===== config.mk =====
export PLATFORM = sky130hd
export DESIGN_NAME = mem_stage_ctrl_flat
export DESIGN_NICKNAME = d
export VERILOG_FILES = /design/src/rtl/mem_stage_ctrl_pkg.sv /design/src/rtl/mem_stage_ctrl_if.sv /design/src/rtl/mem_stage_ctrl_load_align_ext.sv /design/src/rtl/mem_stage_ctrl.sv /design/src/flat_wrapper.sv
export SDC_FILE = /design/constraint.sdc
export NUM_CORES = 1
export LEC_CHECK = 0
export BUFFER_PORTS_ARGS = -buffer_cell sky130_fd_sc_hd__buf_2
export CAP_MARGIN = 10
export CORE_UTILIZATION = 52
export CTS_CLUSTER_SIZE = 40
export DETAILED_ROUTE_END_ITERATION = 10
export GPL_TIMING_DRIVEN = 0
export MAX_ROUTING_LAYER = met4
export PLACE_DENSITY_LB_ADDON = 0.2
export SLEW_MARGIN = 20
export SYNTH_ARGS = -nofsm -noshare
export SYNTH_HDL_FRONTEND = slang
export SYNTH_HIERARCHICAL = 1
export SYNTH_SLANG_ARGS = --single-unit

===== constraint.sdc =====
create_clock -name clk -period 5.8 [get_ports clk]
set_input_delay 0 -clock clk [delete_from_list [all_inputs] [get_ports clk]]
set_output_delay 0 -clock clk [all_outputs]
set_load 0.005 [all_outputs]

===== src/rtl/mem_stage_ctrl_pkg.sv =====
// Shared types, encodings and access-size helpers for the memory-stage controller.
package mem_stage_ctrl_pkg;

    localparam int WORD_SIZE       = 32;
    localparam int INSTR_TYPE_SZ   = 2;
    localparam int ROB_ENTRY_WIDTH = 3;
    localparam int BE_W            = WORD_SIZE / 8;

    localparam logic [INSTR_TYPE_SZ-1:0] ITYPE_ALU   = 2'd0;
    localparam logic [INSTR_TYPE_SZ-1:0] ITYPE_LOAD  = 2'd1;
    localparam logic [INSTR_TYPE_SZ-1:0] ITYPE_STORE = 2'd2;

    localparam logic [2:0] F3_B  = 3'b000;
    localparam logic [2:0] F3_H  = 3'b001;
    localparam logic [2:0] F3_W  = 3'b010;
    localparam logic [2:0] F3_BU = 3'b100;
    localparam logic [2:0] F3_HU = 3'b101;

    typedef enum logic [1:0] {
        ST_IDLE = 2'd0,
        ST_REQ  = 2'd1,
        ST_DONE = 2'd2
    } state_t;

    typedef enum logic [1:0] {
        SZ_BYTE = 2'd0,
        SZ_HALF = 2'd1,
        SZ_WORD = 2'd2
    } acc_size_t;

    // Unlisted funct3 codes fall back to a full-word access.
    function automatic acc_size_t access_size(input logic [2:0] f3);
        case (f3)
            F3_B, F3_BU: return SZ_BYTE;
            F3_H, F3_HU: return SZ_HALF;
            default:     return SZ_WORD;
        endcase
    endfunction

    function automatic logic misaligned(input logic [2:0] f3, input logic [1:0] off);
        case (access_size(f3))
            SZ_BYTE: return 1'b0;
            SZ_HALF: return off[0];
            default: return (off != 2'b00);
        endcase
    endfunction

    function automatic logic [BE_W-1:0] byte_enables(input logic [2:0] f3, input logic [1:0] off);
        case (access_size(f3))
            SZ_BYTE: return 4'b0001 << off;
            SZ_HALF: return 4'b0011 << off;
            default: return 4'b1111;
        endcase
    endfunction

    // Replicating the store data across lanes lets the byte enables pick the target lane.
    function automatic logic [WORD_SIZE-1:0] store_data(input logic [2:0] f3, input logic [WORD_SIZE-1:0] s2);
        case (access_size(f3))
            SZ_BYTE: return {4{s2[7:0]}};
            SZ_HALF: return {2{s2[15:0]}};
            default: return s2;
        endcase
    endfunction

endpackage


===== src/rtl/mem_stage_ctrl_if.sv =====
// Bundle of E->M inputs, data-memory handshake and writeback result signals.
interface mem_stage_ctrl_if;
    import mem_stage_ctrl_pkg::*;

    logic                       valid;
    logic [INSTR_TYPE_SZ-1:0]   instruction_type;
    logic [WORD_SIZE-1:0]       pc;
    logic [2:0]                 funct3;
    logic [WORD_SIZE-1:0]       aluResult;
    logic [WORD_SIZE-1:0]       s2;
    logic [ROB_ENTRY_WIDTH-1:0] rob_id;
    logic                       stall;

    logic                       mem_req;
    logic                       mem_we;
    logic [WORD_SIZE-1:0]       mem_addr;
    logic [BE_W-1:0]            mem_be;
    logic [WORD_SIZE-1:0]       mem_wdata;
    logic                       mem_ack;
    logic [WORD_SIZE-1:0]       mem_rdata;

    logic                       wb_valid;
    logic [ROB_ENTRY_WIDTH-1:0] wb_rob_id;
    logic [WORD_SIZE-1:0]       wb_pc;
    logic [WORD_SIZE-1:0]       wb_value;
    logic                       wb_exception;

    modport master (
        input  valid, instruction_type, pc, funct3, aluResult, s2, rob_id,
        input  mem_ack, mem_rdata,
        output stall, mem_req, mem_we, mem_addr, mem_be, mem_wdata,
        output wb_valid, wb_rob_id, wb_pc, wb_value, wb_exception
    );

    modport slave (
        output valid, instruction_type, pc, funct3, aluResult, s2, rob_id,
        output mem_ack, mem_rdata,
        input  stall, mem_req, mem_we, mem_addr, mem_be, mem_wdata,
        input  wb_valid, wb_rob_id, wb_pc, wb_value, wb_exception
    );

endinterface


===== src/rtl/mem_stage_ctrl_load_align_ext.sv =====
// Selects the addressed lane of a read word and sign/zero-extends it per funct3.
module load_align_ext
    import mem_stage_ctrl_pkg::*;
(
    input  logic [WORD_SIZE-1:0] rdata_i,
    input  logic [1:0]           offset_i,
    input  logic [2:0]           funct3_i,
    output logic [WORD_SIZE-1:0] value_o
);

    logic [WORD_SIZE-1:0] shifted;

    // Shift the addressed byte lane down to bit 0, then extend by access size.
    always_comb begin
        shifted = rdata_i >> {offset_i, 3'b000};
        case (access_size(funct3_i))
            SZ_BYTE: value_o = funct3_i[2] ? {24'b0, shifted[7:0]}
                                           : {{24{shifted[7]}}, shifted[7:0]};
            SZ_HALF: value_o = funct3_i[2] ? {16'b0, shifted[15:0]}
                                           : {{16{shifted[15]}}, shifted[15:0]};
            default: value_o = shifted;
        endcase
    end

endmodule


===== src/rtl/mem_stage_ctrl.sv =====
// Memory-stage controller: issues data-memory requests, stalls upstream while a
// request is outstanding, and returns one tagged result per instruction.
module mem_stage_ctrl
    import mem_stage_ctrl_pkg::*;
(
    input  logic              clk,
    input  logic              reset,
    mem_stage_ctrl_if.master  bus
);

    state_t                     state_q, state_d;
    logic [2:0]                 f3_q, f3_d;
    logic [1:0]                 off_q, off_d;
    logic [ROB_ENTRY_WIDTH-1:0] rob_q, rob_d;
    logic [WORD_SIZE-1:0]       pc_q, pc_d;

    logic                       mem_req_q, mem_req_d;
    logic                       mem_we_q, mem_we_d;
    logic [WORD_SIZE-1:0]       mem_addr_q, mem_addr_d;
    logic [BE_W-1:0]            mem_be_q, mem_be_d;
    logic [WORD_SIZE-1:0]       mem_wdata_q, mem_wdata_d;

    logic                       wb_valid_q, wb_valid_d;
    logic [ROB_ENTRY_WIDTH-1:0] wb_rob_id_q, wb_rob_id_d;
    logic [WORD_SIZE-1:0]       wb_pc_q, wb_pc_d;
    logic [WORD_SIZE-1:0]       wb_value_q, wb_value_d;
    logic                       wb_exception_q, wb_exception_d;

    logic                       stall;
    logic                       is_mem;
    logic                       mis;
    logic [WORD_SIZE-1:0]       load_value;

    assign is_mem = (bus.instruction_type == ITYPE_LOAD) || (bus.instruction_type == ITYPE_STORE);
    assign mis    = misaligned(bus.funct3, bus.aluResult[1:0]);

    load_align_ext u_align (
        .rdata_i  (bus.mem_rdata),
        .offset_i (off_q),
        .funct3_i (f3_q),
        .value_o  (load_value)
    );

    // State and all registered outputs, cleared asynchronously.
    always_ff @(posedge clk or posedge reset) begin
        if (reset) begin
            state_q        <= ST_IDLE;
            f3_q           <= '0;
            off_q          <= '0;
            rob_q          <= '0;
            pc_q           <= '0;
            mem_req_q      <= 1'b0;
            mem_we_q       <= 1'b0;
            mem_addr_q     <= '0;
            mem_be_q       <= '0;
            mem_wdata_q    <= '0;
            wb_valid_q     <= 1'b0;
            wb_rob_id_q    <= '0;
            wb_pc_q        <= '0;
            wb_value_q     <= '0;
            wb_exception_q <= 1'b0;
        end else begin
            state_q        <= state_d;
            f3_q           <= f3_d;
            off_q          <= off_d;
            rob_q          <= rob_d;
            pc_q           <= pc_d;
            mem_req_q      <= mem_req_d;
            mem_we_q       <= mem_we_d;
            mem_addr_q     <= mem_addr_d;
            mem_be_q       <= mem_be_d;
            mem_wdata_q    <= mem_wdata_d;
            wb_valid_q     <= wb_valid_d;
            wb_rob_id_q    <= wb_rob_id_d;
            wb_pc_q        <= wb_pc_d;
            wb_value_q     <= wb_value_d;
            wb_exception_q <= wb_exception_d;
        end
    end

    // Only aligned loads/stores leave IDLE; DONE always returns to IDLE.
    always_comb begin
        state_d = state_q;
        case (state_q)
            ST_IDLE: if (bus.valid && is_mem && !mis) state_d = ST_REQ;
            ST_REQ:  if (bus.mem_ack) state_d = ST_DONE;
            ST_DONE: state_d = ST_IDLE;
            default: state_d = ST_IDLE;
        endcase
    end

    // Stall plus next values of the memory-side and writeback-side registers.
    always_comb begin
        stall          = 1'b0;
        f3_d           = f3_q;
        off_d          = off_q;
        rob_d          = rob_q;
        pc_d           = pc_q;
        mem_req_d      = mem_req_q;
        mem_we_d       = mem_we_q;
        mem_addr_d     = mem_addr_q;
        mem_be_d       = mem_be_q;
        mem_wdata_d    = mem_wdata_q;
        wb_valid_d     = 1'b0;
        wb_rob_id_d    = wb_rob_id_q;
        wb_pc_d        = wb_pc_q;
        wb_value_d     = wb_value_q;
        wb_exception_d = wb_exception_q;
        case (state_q)
            ST_IDLE: begin
                if (bus.valid) begin
                    if (!is_mem) begin
                        wb_valid_d     = 1'b1;
                        wb_value_d     = bus.aluResult;
                        wb_exception_d = 1'b0;
                        wb_rob_id_d    = bus.rob_id;
                        wb_pc_d        = bus.pc;
                    end else if (mis) begin
                        wb_valid_d     = 1'b1;
                        wb_value_d     = '0;
                        wb_exception_d = 1'b1;
                        wb_rob_id_d    = bus.rob_id;
                        wb_pc_d        = bus.pc;
                    end else begin
                        stall       = 1'b1;
                        f3_d        = bus.funct3;
                        off_d       = bus.aluResult[1:0];
                        rob_d       = bus.rob_id;
                        pc_d        = bus.pc;
                        mem_req_d   = 1'b1;
                        mem_we_d    = (bus.instruction_type == ITYPE_STORE);
                        mem_addr_d  = {bus.aluResult[WORD_SIZE-1:2], 2'b00};
                        mem_be_d    = byte_enables(bus.funct3, bus.aluResult[1:0]);
                        mem_wdata_d = store_data(bus.funct3, bus.s2);
                    end
                end
            end
            ST_REQ: begin
                stall = 1'b1;
                if (bus.mem_ack) begin
                    mem_req_d      = 1'b0;
                    mem_we_d       = 1'b0;
                    mem_be_d       = '0;
                    wb_valid_d     = 1'b1;
                    wb_value_d     = mem_we_q ? '0 : load_value;
                    wb_exception_d = 1'b0;
                    wb_rob_id_d    = rob_q;
                    wb_pc_d        = pc_q;
                end
            end
            default: ;
        endcase
    end

    assign bus.stall        = stall;
    assign bus.mem_req      = mem_req_q;
    assign bus.mem_we       = mem_we_q;
    assign bus.mem_addr     = mem_addr_q;
    assign bus.mem_be       = mem_be_q;
    assign bus.mem_wdata    = mem_wdata_q;
    assign bus.wb_valid     = wb_valid_q;
    assign bus.wb_rob_id    = wb_rob_id_q;
    assign bus.wb_pc        = wb_pc_q;
    assign bus.wb_value     = wb_value_q;
    assign bus.wb_exception = wb_exception_q;

endmodule


===== src/flat_wrapper.sv =====
// flat-port wrapper written by rule: the top's interface ports become plain ports
module mem_stage_ctrl_flat import mem_stage_ctrl_pkg::*;
  (clk, reset, bus_valid, bus_instruction_type, bus_pc, bus_funct3, bus_aluResult, bus_s2, bus_rob_id, bus_mem_ack, bus_mem_rdata, bus_stall, bus_mem_req, bus_mem_we, bus_mem_addr, bus_mem_be, bus_mem_wdata, bus_wb_valid, bus_wb_rob_id, bus_wb_pc, bus_wb_value, bus_wb_exception);
  mem_stage_ctrl_if bus_i ();
  input  logic clk;
  input  logic reset;
  input wire logic [$bits(bus_i.valid)-1:0] bus_valid;
  input wire logic [$bits(bus_i.instruction_type)-1:0] bus_instruction_type;
  input wire logic [$bits(bus_i.pc)-1:0] bus_pc;
  input wire logic [$bits(bus_i.funct3)-1:0] bus_funct3;
  input wire logic [$bits(bus_i.aluResult)-1:0] bus_aluResult;
  input wire logic [$bits(bus_i.s2)-1:0] bus_s2;
  input wire logic [$bits(bus_i.rob_id)-1:0] bus_rob_id;
  input wire logic [$bits(bus_i.mem_ack)-1:0] bus_mem_ack;
  input wire logic [$bits(bus_i.mem_rdata)-1:0] bus_mem_rdata;
  output wire logic [$bits(bus_i.stall)-1:0] bus_stall;
  output wire logic [$bits(bus_i.mem_req)-1:0] bus_mem_req;
  output wire logic [$bits(bus_i.mem_we)-1:0] bus_mem_we;
  output wire logic [$bits(bus_i.mem_addr)-1:0] bus_mem_addr;
  output wire logic [$bits(bus_i.mem_be)-1:0] bus_mem_be;
  output wire logic [$bits(bus_i.mem_wdata)-1:0] bus_mem_wdata;
  output wire logic [$bits(bus_i.wb_valid)-1:0] bus_wb_valid;
  output wire logic [$bits(bus_i.wb_rob_id)-1:0] bus_wb_rob_id;
  output wire logic [$bits(bus_i.wb_pc)-1:0] bus_wb_pc;
  output wire logic [$bits(bus_i.wb_value)-1:0] bus_wb_value;
  output wire logic [$bits(bus_i.wb_exception)-1:0] bus_wb_exception;
  assign bus_i.valid = bus_valid;
  assign bus_i.instruction_type = bus_instruction_type;
  assign bus_i.pc = bus_pc;
  assign bus_i.funct3 = bus_funct3;
  assign bus_i.aluResult = bus_aluResult;
  assign bus_i.s2 = bus_s2;
  assign bus_i.rob_id = bus_rob_id;
  assign bus_i.mem_ack = bus_mem_ack;
  assign bus_i.mem_rdata = bus_mem_rdata;
  assign bus_stall = bus_i.stall;
  assign bus_mem_req = bus_i.mem_req;
  assign bus_mem_we = bus_i.mem_we;
  assign bus_mem_addr = bus_i.mem_addr;
  assign bus_mem_be = bus_i.mem_be;
  assign bus_mem_wdata = bus_i.mem_wdata;
  assign bus_wb_valid = bus_i.wb_valid;
  assign bus_wb_rob_id = bus_i.wb_rob_id;
  assign bus_wb_pc = bus_i.wb_pc;
  assign bus_wb_value = bus_i.wb_value;
  assign bus_wb_exception = bus_i.wb_exception;
  mem_stage_ctrl u_core (.clk(clk), .reset(reset), .bus(bus_i));
endmodule

Word level (Yosys, flattened, before mapping). Cells that the tools add are included.

Logic and storage cells: 115. ROM bits: 0. Memories kept: 0. Memory bits (writable): 0. Output and inout bits: 140. Input bits: 140. Register bits: 179. Bits in latches: 0.

Mux-type cells: 58. Shift operators: 3. Bitwise operators: 1. $add $sub $neg: 0. $lt $le $gt $ge: 0. Divide/modulo/power cells: 0. Eq/ne operators: 18. $mul: 0. Reductions and logical operators: 20.

Operator list (number): $mux 32 (11); $pmux 32 s2 (4); $shr 32x5->32 (1); $mux 1 (17); $mux 4 (4); $pmux 4 s2 (2); $eq 3x3->1 const B (4); $mux 2 (6); $mux 3 (4); $pmux 1 s2 (6); $pmux 2 s2 (3); $eq 2x1->1 const B (5); $logic_not 2->1 (4); $reduce_and 4->1 (2); $reduce_or 2->1 (4); $eq 3x1->1 const B (2); $logic_not 3->1 (2); $ne 2x2->1 const B (3); $pmux 3 s2 (1); $reduce_and 5->1 (1); $ne 2x1->1 const B (2); $reduce_bool 2->1 (2); $shl 1x2->4 const A (1); $shl 2x2->4 const A (1); other kinds (7) (8).

Logic depth before layout (Yosys ltp). Gate-level depths: netlist of the first run.

Depth in word-level cells: 15. Mapped depth: 10. Mapped depth without buffers: 7.

By module. The synthesis of the first run kept the hierarchy.

By module, submodules not included: mem_stage_ctrl (seq. area each 4479.3 µm², cells each 724, instances 1, area each 8159.1 µm²); load_align_ext (seq. area each 0.0 µm², cells each 107, instances 1, area each 704.4 µm²).

Worst setup path after synthesis of the first run. OpenSTA, ideal clock, no wires.

Kind: reg-to-reg. Start point: register u_core.off_q[0]. End point: register u_core.wb_value_q[23] (netlist: u_core/bus.wb_value[23]). Path slack: 4.082 ns. Data required time: 5.723 ns. Arrival: 1.640 ns. Stages on the path, launching flop included: 10. Setup time: 0.077 ns. Buffers on the path: 2. Clock period less this slack: 1.718 ns. Path through: dfrtp_1 buf_6 nand2b_4 a311oi_2 o211ai_2 buf_6 o21ai_2 nor3b_1 a31oi_1 a21oi_1.

Cells in the longest elaborated chain, start to end: 6. Elaborated cells on any way between the ends: 7. Classes of those cells: shift (1); mux (6).

Ends and longest elaborated chain: from (decl) (RTL line mem_stage_ctrl.sv:13) `logic [1:0] off_q, off_d;`; from (signal assigned) (RTL line mem_stage_ctrl.sv:49) `off_q <= '0;`; from (signal assigned) (RTL line mem_stage_ctrl.sv:65) `off_q <= off_d;`; $shr 32x5->32 * (RTL line mem_stage_ctrl_load_align_ext.sv:15) `shifted = rdata_i >> {offset_i, 3'b000};`; $mux 32 (on tied branches) (RTL line mem_stage_ctrl_load_align_ext.sv:19, mem_stage_ctrl_load_align_ext.sv:17); $pmux 32 s2 * (RTL line mem_stage_ctrl_load_align_ext.sv:16) `case (access_size(funct3_i))`; via u_core.load_value[23] (RTL line mem_stage_ctrl.sv:32) `logic [WORD_SIZE-1:0] load_value;`; $mux 32 * (RTL line mem_stage_ctrl.sv:145) `wb_value_d = mem_we_q ? '0 : load_value;`; $mux 32 * (RTL line mem_stage_ctrl.sv:140) `if (bus.mem_ack) begin`; $pmux 32 s2 * (RTL line mem_stage_ctrl.sv:109) `case (state_q)`; to (signal assigned) (RTL line mem_stage_ctrl.sv:76) `wb_value_q <= wb_value_d;`; to (decl) (RTL line mem_stage_ctrl.sv:26) `logic [WORD_SIZE-1:0] wb_value_q, wb_value_d;`.

The timed path passes the listed nets; every way through them passes the cells marked *. The select of a mux whose other input is x is not followed. A chain may end at the register's enable or synchronous reset.

Worst setup path after layout of the first run.
Start point: input bus_instruction_type[1]. End point: output bus_stall.

Cells in the longest elaborated chain, start to end: 5. Elaborated cells on any way between the ends: 6. Classes of those cells: eq/ne (2); mux (3); reduce/logical (1).

Ends and longest elaborated chain: from (decl) (RTL line flat_wrapper.sv:8) `input wire logic [$bits(bus_i.instruction_type)-1:0] bus_instruction_type;`; $eq 2x1->1 or $eq 2x2->1 (tied branches) (RTL line mem_stage_ctrl.sv:34) `assign is_mem = (bus.instruction_type == ITYPE_LOAD) || (bus.instruction_type == ITYPE_STORE);`; $logic_or 1x1->1 * (RTL line mem_stage_ctrl.sv:34); $mux 1 * (RTL line mem_stage_ctrl.sv:112) `if (!is_mem) begin`; $mux 1 * (RTL line mem_stage_ctrl.sv:111) `if (bus.valid) begin`; $pmux 1 s2 * (RTL line mem_stage_ctrl.sv:109); to (decl) (RTL line flat_wrapper.sv:16) `output wire logic [$bits(bus_i.stall)-1:0] bus_stall;`.

Mark *: on every way between the ends. The rest lies on a longest branch, timed or not.

==> results.md, run 1 <==
- Critical path start-end classification: in2out
- CP max stage delay: 0.54 ns
- Dominant synthesized flop cell: dfrtp_1
- #FFs+latches synth: 179
- Share of flip-flops with an asynchronous set or reset: 100%
- Initial antenna violation count: 0
- I/O pin count: 280
- Detailed Place HPWL: 18.7 mm
- DRT Wirelength: 27.6 mm
- Clock transition time at the flip-flop clock pins of the worst setup and hold paths: 0.07 ns
- Critical path fanouts, max: 10
- Sequential cell area fraction in the yosys report: 50.5%
- Mux share of post-synthesis cell area: 18.1%
- Kind of end point of the critical path: primary output
- Worst min-delay path class: in2reg
- Post-layout minimum cycle time: 2.33 ns
- Port Buffer Count: 277
- Number of library cell types mapped by synthesis: 33
- Antenna Cells: 0
- Synth Instances: 831
- Initial cell density of the core: 53.4%
- Via count of the first global-routing pass: 8,275
- Number of gates resized after CTS: 0
- Remaining design rule violation count: 0
- Net total in the final layout: 1,375
- Worst Path Required: 5.80 ns
- Max Cap Viol: 0
- Dpl cells: 1,330
- Share of the synthesized netlist area taken by xor and xnor gates: 0%
- Post-synth EDFFs: 0
- Post-synthesis area per instance: 10.7 sq um
- Count of final setup violators: 0
- Actual transition at the worst max-transition pin: 0.969 ns
- Floorplan die height: 133 um
- Weighted congestion at the end of routability-driven global placement: 0.866
- Clock tree from TritonCTS: yes
- Max VDD drop: 0.224 mV
- Most common library cell in the layout ignoring fill and taps: buf_2
- Final setup skew: 0.0105 ns
- Proportion of layout cells with a drive suffix above 1: 35.4%
- Main combinational cell family by area after synthesis: multiplexers
- Most frequent cells in the layout: buf_2, dfrtp_1, a21oi_1, nand2_1, dlygate4sd3_1
- Maximum level of the CTS H-tree: 4
- Clock Latency Late Sink: 0.43 ns
- Final Hold Fails: 0
- Power density of the placed cells: 398 nW/um^2
- Final period utilization: 40.2%
- Slowest stage cell on the critical path: dlygate4sd3_1
- Overall die width: 133 um
- Leak Pwr: 5.97 nW
- Die Area: 17,600 sq um
- Highest clock frequency the design can meet: 429 MHz
- Clk sink count: 179
- GR Util All Layers: 33.4%
- Remaining max-slew budget at the tightest pin: 35.2%
- Crit path cell chain: dlygate4sd3_1 -> buf_2 -> ha_1 -> buf_2 -> nor4b_4 -> o21ai_2 -> buf_2 -> buf_2 -> nand2_1 -> buf_2
- Count of placed standard cells in the final layout, fillers left out: 1,467
- Number of design-rule violations left by the first detailed-router iteration: 652
- Total via count after detailed routing: 8,151
- Total negative setup slack: 0 ns
- Buffer cell driving the clock tree root: clkbuf_16
- Fraction of the mapped netlist area in adder cells: 0.141%
- Complex-gate fraction of the synthesized area: 15.4%
- RSZ-0062 raised after global routing: no
- Number of CTS-inserted buffers: 17
- Nature of the critical path startpoint: primary input
- Post-DR vias/cell: 5.56
- Core Box Area: 16,600 sq um
- Most common cell on crit path: buf_2
- Fin. max-slew vios: 0
- Drt wl/cell: 18.8 um
- Number of buffers between clock root and the deepest sink: 2
- Cell area after synthesis: 8860 sq um
- Run status: finished, final reports clean
- Overflow after GRT: 0
- Placement row count: 47
- First-pass GRT wire length: 43.9 mm
- Critical Path AT: 2.33 ns
- Yosys Warn Count: 6
- Simple-gate area share of the yosys netlist: 10.8%
- Number of nets still failing antenna checks after routing: 0
- Syn-to-layout area delta: 38.1%
- Total iterations of the first detailed-routing run: 5
- Largest net degree at the start of global routing: 95
- Final core utilization: 73.8%
[flip-flops by register name, summed over array words and instances, names as in the netlist]
signal	flops
u_core/bus.mem_wdata	32
u_core/bus.wb_pc	32
u_core/bus.wb_value	32
u_core/pc_q	32
u_core/bus.mem_addr	30
u_core/bus.mem_be	4
u_core/bus.wb_rob_id	3
u_core/f3_q	3
u_core/rob_q	3
u_core/off_q	2
u_core/state_q	2
u_core/bus.mem_req	1
u_core/bus.mem_we	1
u_core/bus.wb_exception	1
u_core/bus.wb_valid	1
[critical path, delay by kind of cell]
kind	cells	cell delay, ns
adders and majority gates	1	0.26
AOI/OAI and AO/OA	1	0.14
buffers and inverters	6	1.48
and+or+nand+nor	2	0.45
[Yosys cell counts (all sizes together), types with 10 or more instances]
master	instances	area, sq um
a211oi	14	105
a21oi	118	591
a31oi	67	419
buf	44	299
clkbuf	31	116
dfrtp	179	4480
mux2	78	1140
mux2i	45	463
nand2	116	435
nor2	35	134
nor2b	10	62.6
nor3b	32	240
o21ai	40	215
[metrics by stage]
stage                     total power, mW  worst slack (ns)  hold slack (ns)  instance area, sq um
after global placement               3.51             -1.10            0.227                 10500
after floorplan                      2.90             0.941            0.112                  8870
final                                4.86              3.47           0.0425                 12200
after CTS                            4.85              3.51           0.0236                 12200
after global routing                 5.13              3.40           0.0730                 12200
after detailed placement             3.56              3.76            0.134                 10600
[cell families (layout without fill, tap and decap cells)]
group           Yosys count  in the layout
simple gates            204            204
other cells               1              2
mux                     123            123
buf+inv                  81            496
flops                   179            179
compound gates          242            242
fa+ha+maj                 1              1
[per-layer routing]
metal | vias up | GRT usage (%) | routed length (um)
met3 | 56 | 5.86 | 1730
met5 | - | - | 0
met1 | 3964 | 42.8 | 11700
met2 | 373 | 52.9 | 13400
li1 | 3758 | - | -
met4 | 0 | 13.0 | 820
[timing repair]
action / 4_1_cts / 5_1_grt
hold buffers: 105 / 0
endpoints found under the hold margin: 257 / 0
buffers inserted: 0 / 0
[layout make-up]
type,instances,area [sq um]
Buffer,75,415
Clock buffer,19,453
Clock inverter,13,170
Fill cell,1212,4350
Inverter,6,30.0
Multi-Input combinational cell,572,3950
Sequential cell,179,4480
Tap cell,220,275
Timing Repair Buffer,383,2460
[power breakdown]
group / internal [mW] / total [mW] / leakage [nW] / switching, mW
combinational: 0.883 / 1.72 / 3.55 / 0.836
clock: 0.710 / 1.22 / 0.308 / 0.514
sequential: 1.67 / 1.92 / 2.12 / 0.250
[worst paths after layout]
kind                                                   endpoint  cells past startpoint                                  from  slack, ns
setup / recovery                                      bus_stall                     10               bus_instruction_type[1]       3.47
hold / removal                    u_core/bus.mem_we$_DFFE_PP0P_                      5               bus_instruction_type[0]       0.04
setup reg to reg            u_core/bus.wb_value[26]$_DFFE_PP0P_                      8           u_core/off_q[1]$_DFFE_PP0P_       3.71
hold reg to reg            u_core/bus.mem_wdata[27]$_DFFE_PP0P_                      2  u_core/bus.mem_wdata[27]$_DFFE_PP0P_       0.48
max in group asynchronous           u_core/pc_q[28]$_DFFE_PP0P_                      4                                 reset       4.70
min in group asynchronous    u_core/bus.wb_value[2]$_DFFE_PP0P_                      3                                 reset       0.23
Power figures use the tool's default switching activity.
==> run 2, diff against run 1 <==
Clock period 5.8 ns to 2.3 ns, I/O delays scaled along.
==> results.md, run 2 (same netlist as run 1, synthesis figures left out) <==
- Core Box Area: 16,600 sq um (unchanged)
- Number of nets still failing antenna checks after routing: 0 (unchanged)
- Maximum level of the CTS H-tree: 4 (unchanged)
- Min-Delay Endpoint: u_core/bus.mem_be[1]$_DFFE_PP0P_
- Placement row count: 47 (unchanged)
- GR Util All Layers: 33.5% (+0.066 points)
- Worst Path Required: 2.65 ns (-3.15 ns)
- CP max stage delay: 0.43 ns (-0.11 ns)
- Register-to-register setup slack: 0.21 ns (-3.50 ns)
- Detailed Place HPWL: 18.9 mm (+1.4%)
- Largest net degree at the start of global routing: 34 (-64%)
- Via count of the first global-routing pass: 8,513 (+2.9%)
- Remaining design rule violation count: 0 (unchanged)
- Total negative setup slack: 0 ns (unchanged)
- Cell area after layout: 12,300 sq um (+0.58%)
- Register-to-Register Path Depth: 8 (unchanged)
- Post-DR vias/cell: 5.63 (+1.3%)
- Slowest stage cell on the critical path: nor2_1
- Count of final setup violators: 0 (unchanged)
- Power density of the placed cells: 989 nW/um^2 (+150%)
- Final core utilization: 74.2% (+0.43 points)
- Clock Latency Late Sink: 0.43 ns (about the same)
- Post-route setup slack: 0.215 ns (-3.26 ns)
- Dpl cells: 1,334 (+0.30%)
- Internal portion of total power: 8.10 mW (+150%)
- Floorplan die height: 133 um (unchanged)
- Fin. max-slew vios: 0 (unchanged)
- Post-detailed-placement cell area: 10,600 sq um (+0.65%)
- Remaining max-slew budget at the tightest pin: 37.1% (+1.9 points)
- Number of buffers between clock root and the deepest sink: 2 (unchanged)
- Fraction of power consumed by the clock network: 24.3% (-0.9 points)
- Drt wl/cell: 19.0 um (+1.1%)
- Count of placed standard cells in the final layout, fillers left out: 1,474 (+0.48%)
- Antenna Cells: 0 (unchanged)
- Initial antenna violation count: 0 (unchanged)
- Weighted congestion at the end of routability-driven global placement: 0.949 (+9.5%)
- Total via count after detailed routing: 8,295 (+1.8%)
- Highest clock frequency the design can meet: 480 MHz
- Worst min-delay path class: in2reg
- Post-layout minimum cycle time: 2.09 ns
- Clock transition time at the flip-flop clock pins of the worst setup and hold paths: 0.07 ns (about the same)
- Hold Path Depth: 5 (unchanged)
- Pre-CTS setup slack: 0.270 ns (-3.49 ns)
- Critical Path AT: 2.43 ns (+0.10 ns)
- Port Buffer Count: 277 (unchanged)
- Die Area: 17,600 sq um (unchanged)
- Number of gates resized after CTS: 0 (unchanged)
- Count of buffers added by post-CTS timing repair for setup: 0 (unchanged)
- Crit Reg-Reg Endpoint: u_core/bus.wb_value[28]$_DFFE_PP0P_
- Final period utilization: 90.7%
- Proportion of layout cells with a drive suffix above 1: 35.5% (+0.12 points)
- Most frequent cells in the layout: buf_2, dfrtp_1, a21oi_1, nand2_1, dlygate4sd3_1
- Part of the total power dissipated in combinational logic: 35.9% (+0.6 points)
- Syn-to-layout area delta: 38.9%
- Most common cell on crit path: nand2_1
- Overall die width: 133 um (unchanged)
- Clk sink count: 179 (unchanged)
- Overflow after GRT: 0 (unchanged)
- Final Hold Fails: 0 (unchanged)
- Max Cap Viol: 0 (unchanged)
- Switching Fraction: 33.5% (+0.59 points)
- Sequential power share: 39.8% (+0.3 points)
- Net switching power of the design: 4.08 mW (+150%)
- Startpoint of the worst register-to-register path: u_core/off_q[1]$_DFFE_PP0P_
- Hold Startpoint: bus_funct3[0]
- Run status: finished, final reports clean
- Crit path max-delay family: simple AND/OR/NAND/NOR gates
- Buffer cell driving the clock tree root: clkbuf_16
- I/O pin count: 280 (unchanged)
- First-pass GRT wire length: 44.2 mm (+0.67%)
- Net total in the final layout: 1,382 (+0.51%)
- Most common library cell in the layout ignoring fill and taps: buf_2
- Worst path buffer plus inverter count: 1 (-5)
- Number of CTS-inserted buffers: 17 (unchanged)
- Leak Pwr: 6.00 nW (+0.43%)
- Critical path start-end classification: reg2reg
- Number of design-rule violations left by the first detailed-router iteration: 602 (-7.7%)
- Nature of the critical path startpoint: flop
- Final setup skew: 0.00898 ns (-0.00154 ns)
- Kind of end point of the critical path: flop
- Critical path fanouts, max: 10 (unchanged)
- Initial cell density of the core: 53.4% (unchanged)
- Actual transition at the worst max-transition pin: 0.940 ns (-0.0291 ns)
- Clock tree from TritonCTS: yes
- Max VDD drop: 0.582 mV (+160%)
- Crit path cell chain: buf_2 -> nand2b_1 -> nor2_1 -> nand2_1 -> nand2_1 -> nor3b_1 -> a31oi_1 -> a21oi_1
- RSZ-0062 raised after global routing: no
- Critical path depth: 8 (-2)
- Total iterations of the first detailed-routing run: 4 (-1)
- DRT Wirelength: 28.0 mm (+1.6%)
==> run 2: cell types whose count changed in the layout (fill, tap and decap cells not counted), sizes merged, moves of 2 or more <==
cell and change:
buf +4, clkbuf -2, clkinvlp +2, dlygate4sd3 +3, inv +2
==> run 2: worst min-delay path: stages <==
cell and delay [ns]:
buf_2 0.12, nor2_1 0.06, nor2_1 0.09, nor2_1 0.04
o21ai_0 0.12
==> run 2: worst max-delay path by stage <==
stage	startpoint	endpoint	slack (ns)
CTS	u_core/state_q[0]$_DFFE_PP0P_	bus_stall	0.24
global placement	reset	u_core/bus.wb_rob_id[2]$_DFFE_PP0P_	-1.12
global route	u_core/off_q[1]$_DFFE_PP0P_	u_core/bus.wb_value[31]$_DFFE_PP0P_	0.07
floorplan	reset	u_core/bus.mem_addr[10]$_DFFE_PP0P_	0.005
detailed placement	u_core/off_q[1]$_DFFE_PP0P_	u_core/bus.wb_value[28]$_DFFE_PP0P_	0.27
finish	u_core/off_q[1]$_DFFE_PP0P_	u_core/bus.wb_value[28]$_DFFE_PP0P_	0.21
==> run 2: what timing repair did <==
action,in CTS,in global routing
endpoints found under the hold margin,199,0
endpoints found under the setup margin,0,0
hold buffers,108,0
==> run 2: power groups by stage <==
stage	logic (mW)	registers (mW)	clock network (mW)
4_1_cts	4.30	4.80	3.01
6_report	4.37	4.84	2.96
2_1_floorplan	2.44	4.87	0
5_1_grt	4.74	4.96	3.13
3_5_place_dp	4.14	4.84	0
3_3_place_gp	4.04	4.82	0
==> run 2: metrics by stage <==
stage          hold WS [ns]  power, mW
5_1_grt               0.129       12.8
4_1_cts              0.0527       12.1
3_5_place_dp          0.155       8.97
6_report             0.0525       12.2
3_3_place_gp          0.233       8.86
2_1_floorplan         0.112       7.31
==> run 2: layer usage <==
layer  part of all wire, %  track usage [%]
met5                     0                -
met4                   2.7             12.9
met3                   6.5             6.13
met2                    49             55.1
met1                    41             40.9
==> run 2: layout make-up <==
type	count	area, sq um
timing repair buffer	390	2570
sequential	179	4480
clock inverter	15	170
clock buffer	17	425
inverter	6	26.3
buffer	75	415
tap	220	275
fill	1195	4270
multi-input combinational	572	3950
==> run 3, diff against run 2 <==
Settings changed: CORE_UTILIZATION 52 to 51, HOLD_SLACK_MARGIN set to 0.15, PLACE_DENSITY set to 0.91, PLACE_DENSITY_LB_ADDON 0.2 to unset, SYNTH_HIERARCHICAL 1 to unset.
==> results.md, run 3 <==
- Timing endpoint of the critical path: u_core.bus.wb_value[24]$_DFFE_PP0P_
- Final period utilization: 97.5% (+6.8 points)
- Net total in the final layout: 1,294 (-6.4%)
- Synth cell count leaders: dfrtp_1, o21ai_0, mux2i_1
- Floorplan die height: 132 um (-0.72%)
- Most common library cell in the layout ignoring fill and taps: buf_2
- Synth Instances: 716 (-14%)
- Weighted congestion at the end of routability-driven global placement: 1.02 (+7.6%)
- Remaining design rule violation count: 0 (unchanged)
- Yosys Warn Count: 0 (-6)
- Count of final setup violators: 0 (unchanged)
- Register-to-Register Path Depth: 7 (-1)
- Total iterations of the first detailed-routing run: 5 (+1)
- Final core utilization: 75.1% (+0.90 points)
- Drt wl/cell: 22.6 um (+19%)
- Clock transition time at the flip-flop clock pins of the worst setup and hold paths: 0.07 ns (about the same)
- Final setup skew: 0.00880 ns (-0.000179 ns)
- Top cell type by total area after synthesis: dfrtp_1
- Number of buffers between clock root and the deepest sink: 2 (unchanged)
- Hold Startpoint: bus_mem_rdata[10]
- First-pass GRT wire length: 48.1 mm (+8.7%)
- FILL cells: 1,014 (-15%)
- Startpoint of the worst register-to-register path: u_core.state_q[1]$_DFFE_PP0P_
- Crit path launch: u_core.state_q[1]$_DFFE_PP0P_
- Cell area after layout: 12,400 sq um (+0.50%)
- Crit Reg-Reg Endpoint: u_core.bus.wb_value[24]$_DFFE_PP0P_
- Overall die width: 132 um (-0.72%)
- Die Area: 17,300 sq um (-1.4%)
- Maximum level of the CTS H-tree: 4 (unchanged)
- Actual transition at the worst max-transition pin: 0.949 ns (+0.00923 ns)
- Remaining max-slew budget at the tightest pin: 36.5% (-0.62 points)
- Hold Path Depth: 5 (unchanged)
- Dominant synthesized flop cell: dfrtp_1
- Cell area after synthesis: 8570 sq um (-3.4%)
- Overflow after GRT: 0 (unchanged)
- Max Cap Viol: 0 (unchanged)
- Number of library cell types mapped by synthesis: 44 (+33%)
- Max VDD drop: 0.592 mV (+1.8%)
- Clock tree from TritonCTS: yes
- Core Box Area: 16,500 sq um (-0.71%)
- Critical path fanouts, max: 10 (unchanged)
- #FFs+latches synth: 179 (unchanged)
- GR Util All Layers: 37.4% (+3.9 points)
- CP max stage delay: 0.50 ns (+0.07 ns)
- Clk sink count: 179 (unchanged)
- DRT Wirelength: 31.4 mm (+12%)
- Count of buffers added by post-CTS timing repair for setup: 0 (unchanged)
- Slowest stage cell on the critical path: a2111oi_0
- Initial antenna violation count: 3 (+3)
- Cell types occupying the most area after synthesis: dfrtp_1, mux2i_1, mux2_4
- Initial cell density of the core: 52.0% (-1.4 points)
- Post-detailed-placement cell area: 10,400 sq um (-2.5%)
- Most common cell in the netlist: dfrtp_1
- Power density of the placed cells: 990 nW/um^2 (+0.13%)
- Post-synthesis area per instance: 12.0 sq um (+12%)
- Leak Pwr: 6.13 nW (+2.1%)
- Worst min-delay path class: in2reg
- Highest clock frequency the design can meet: 446 MHz (-7.0%)
- Syn-to-layout area delta: 44.4%
- Critical path depth: 7 (-1)
- Via count of the first global-routing pass: 8,730 (+2.5%)
- Worst path buffer plus inverter count: 3 (+2)
- Critical Path AT: 2.53 ns (+0.10 ns)
- Fin. max-slew vios: 0 (unchanged)
- Detailed Place HPWL: 19.4 mm (+2.6%)
- RSZ-0062 raised after global routing: no
- Total negative setup slack: 0 ns (unchanged)
- Run status: finished, final reports clean
- Buffer cell driving the clock tree root: clkbuf_16
- Register-to-register setup slack: 0.06 ns (-0.16 ns)
- Most frequent cells in the layout: buf_2, dfrtp_1, dlygate4sd3_1, o21ai_0, mux2i_1
- Post-layout minimum cycle time: 2.24 ns (+0.157 ns)
- Number of design-rule violations left by the first detailed-router iteration: 666 (+11%)
- Nature of the critical path startpoint: flop
- Total via count after detailed routing: 8,318 (+0.28%)
- Crit path cell chain: clkbuf_4 -> nand2b_1 -> buf_2 -> clkbuf_2 -> and3_1 -> a2111oi_0 -> a2bb2oi_1
- Final Hold Fails: 0 (unchanged)
- Kind of end point of the critical path: flop
- Proportion of layout cells with a drive suffix above 1: 38.1% (+2.6 points)
- Largest net degree at the start of global routing: 35 (+2.9%)
- Count of placed standard cells in the final layout, fillers left out: 1,388 (-5.8%)
- Share of flip-flops with an asynchronous set or reset: 100% (unchanged)
- Worst Path Required: 2.58 ns (-0.07 ns)
- Crit path max-delay family: buffers and inverters
- Number of nets still failing antenna checks after routing: 0 (unchanged)
- Critical path start-end classification: reg2reg
- Post-synth EDFFs: 0 (unchanged)
- Share of the synthesized area in the top cell type: 52.3% (+1.8 points)
- Clock Latency Late Sink: 0.43 ns (about the same)
- I/O pin count: 280 (unchanged)
- Placement row count: 47 (unchanged)
- Port Buffer Count: 277 (unchanged)
- Sequential cell area fraction in the yosys report: 52.3% (+1.8 points)
- Dpl cells: 1,220 (-8.5%)
- Post-DR vias/cell: 5.99 (+6.5%)
- Number of CTS-inserted buffers: 17 (unchanged)
==> run 3: kinds of logic (layout without fill, tap and decap cells) <==
group | Yosys count | after routing | share of synthesized area (%)
adders and majority gates | 1 | 1 | 0.146
other | 1 | 5 | 0.0438
DFF | 179 | 179 | 52.3
muxes | 162 | 162 | 22.4
buffers and inverters | 73 | 521 | 4.21
and+or+nand+nor | 97 | 97 | 5.73
AOI/OAI and AO/OA | 203 | 203 | 15.2
==> run 3: metal layers <==
metal | wire length [um] | global-route usage, %
met3 | 2480 | 8.41
met2 | 15400 | 61.4
met4 | 2130 | 21.8
met5 | 0 | -
met1 | 11400 | 41.9
==> run 3: stage by stage <==
step	setup WS [ns]	total power [mW]	hold slack, ns
3_5_place_dp	-0.0228	8.89	-0.109
4_1_cts	0.0207	11.9	0.150
2_1_floorplan	0.00540	7.12	0.112
5_1_grt	0.00661	12.7	0.227
3_3_place_gp	-1.07	8.69	0.233
6_report	0.0585	12.3	0.181
==> run 3: timing repair <==
item | 4_1_cts | 5_1_grt
setup endpoints to repair | 12 | 26
gates cloned | 0 | 0
hold buffers | 135 | 0
hold endpoints to repair | 261 | 0
gates resized for setup | 7 | 36
==> run 3: power by group <==
part | internal (mW) | total [mW] | switching [mW]
combinational | 2.24 | 4.39 | 2.15
sequential | 4.30 | 5.02 | 0.723
clock | 1.55 | 2.84 | 1.29
total | 8.09 | 12.3 | 4.16
==> run 3: final cells by class <==
type / instances / area [sq um] / area share, %
Buffer: 64 / 348 / 2.81
Clock buffer: 21 / 460 / 3.72
Inverter: 8 / 36.3 / 0.293
Multi-Input combinational cell: 465 / 3800 / 30.7
Clock inverter: 10 / 101 / 0.819
Antenna cell: 3 / 7.51 / 0.0607
Timing Repair Buffer: 418 / 2870 / 23.2
Sequential cell: 179 / 4480 / 36.2
Tap cell: 220 / 275 / 2.23
==> run 3: worst min-delay path, stage by stage <==
cell and delay (ns):
buf_2 0.12, mux2i_1 0.09, nand2_1 0.07, a32oi_1 0.13, o21ai_0 0.15
==> run 3: how the worst min path moves through the flow <==
stage	end	slack, ns
floorplan	u_core.state_q[0]$_DFFE_PP0P_	0.11
global placement	u_core.f3_q[2]$_DFFE_PP0P_	0.23
detailed placement	u_core.bus.mem_addr[13]$_DFFE_PP0P_	-0.11
CTS	u_core.bus.wb_value[2]$_DFFE_PP0P_	0.15
global route	u_core.bus.wb_value[2]$_DFFE_PP0P_	0.23
finish	u_core.bus.wb_value[2]$_DFFE_PP0P_	0.18
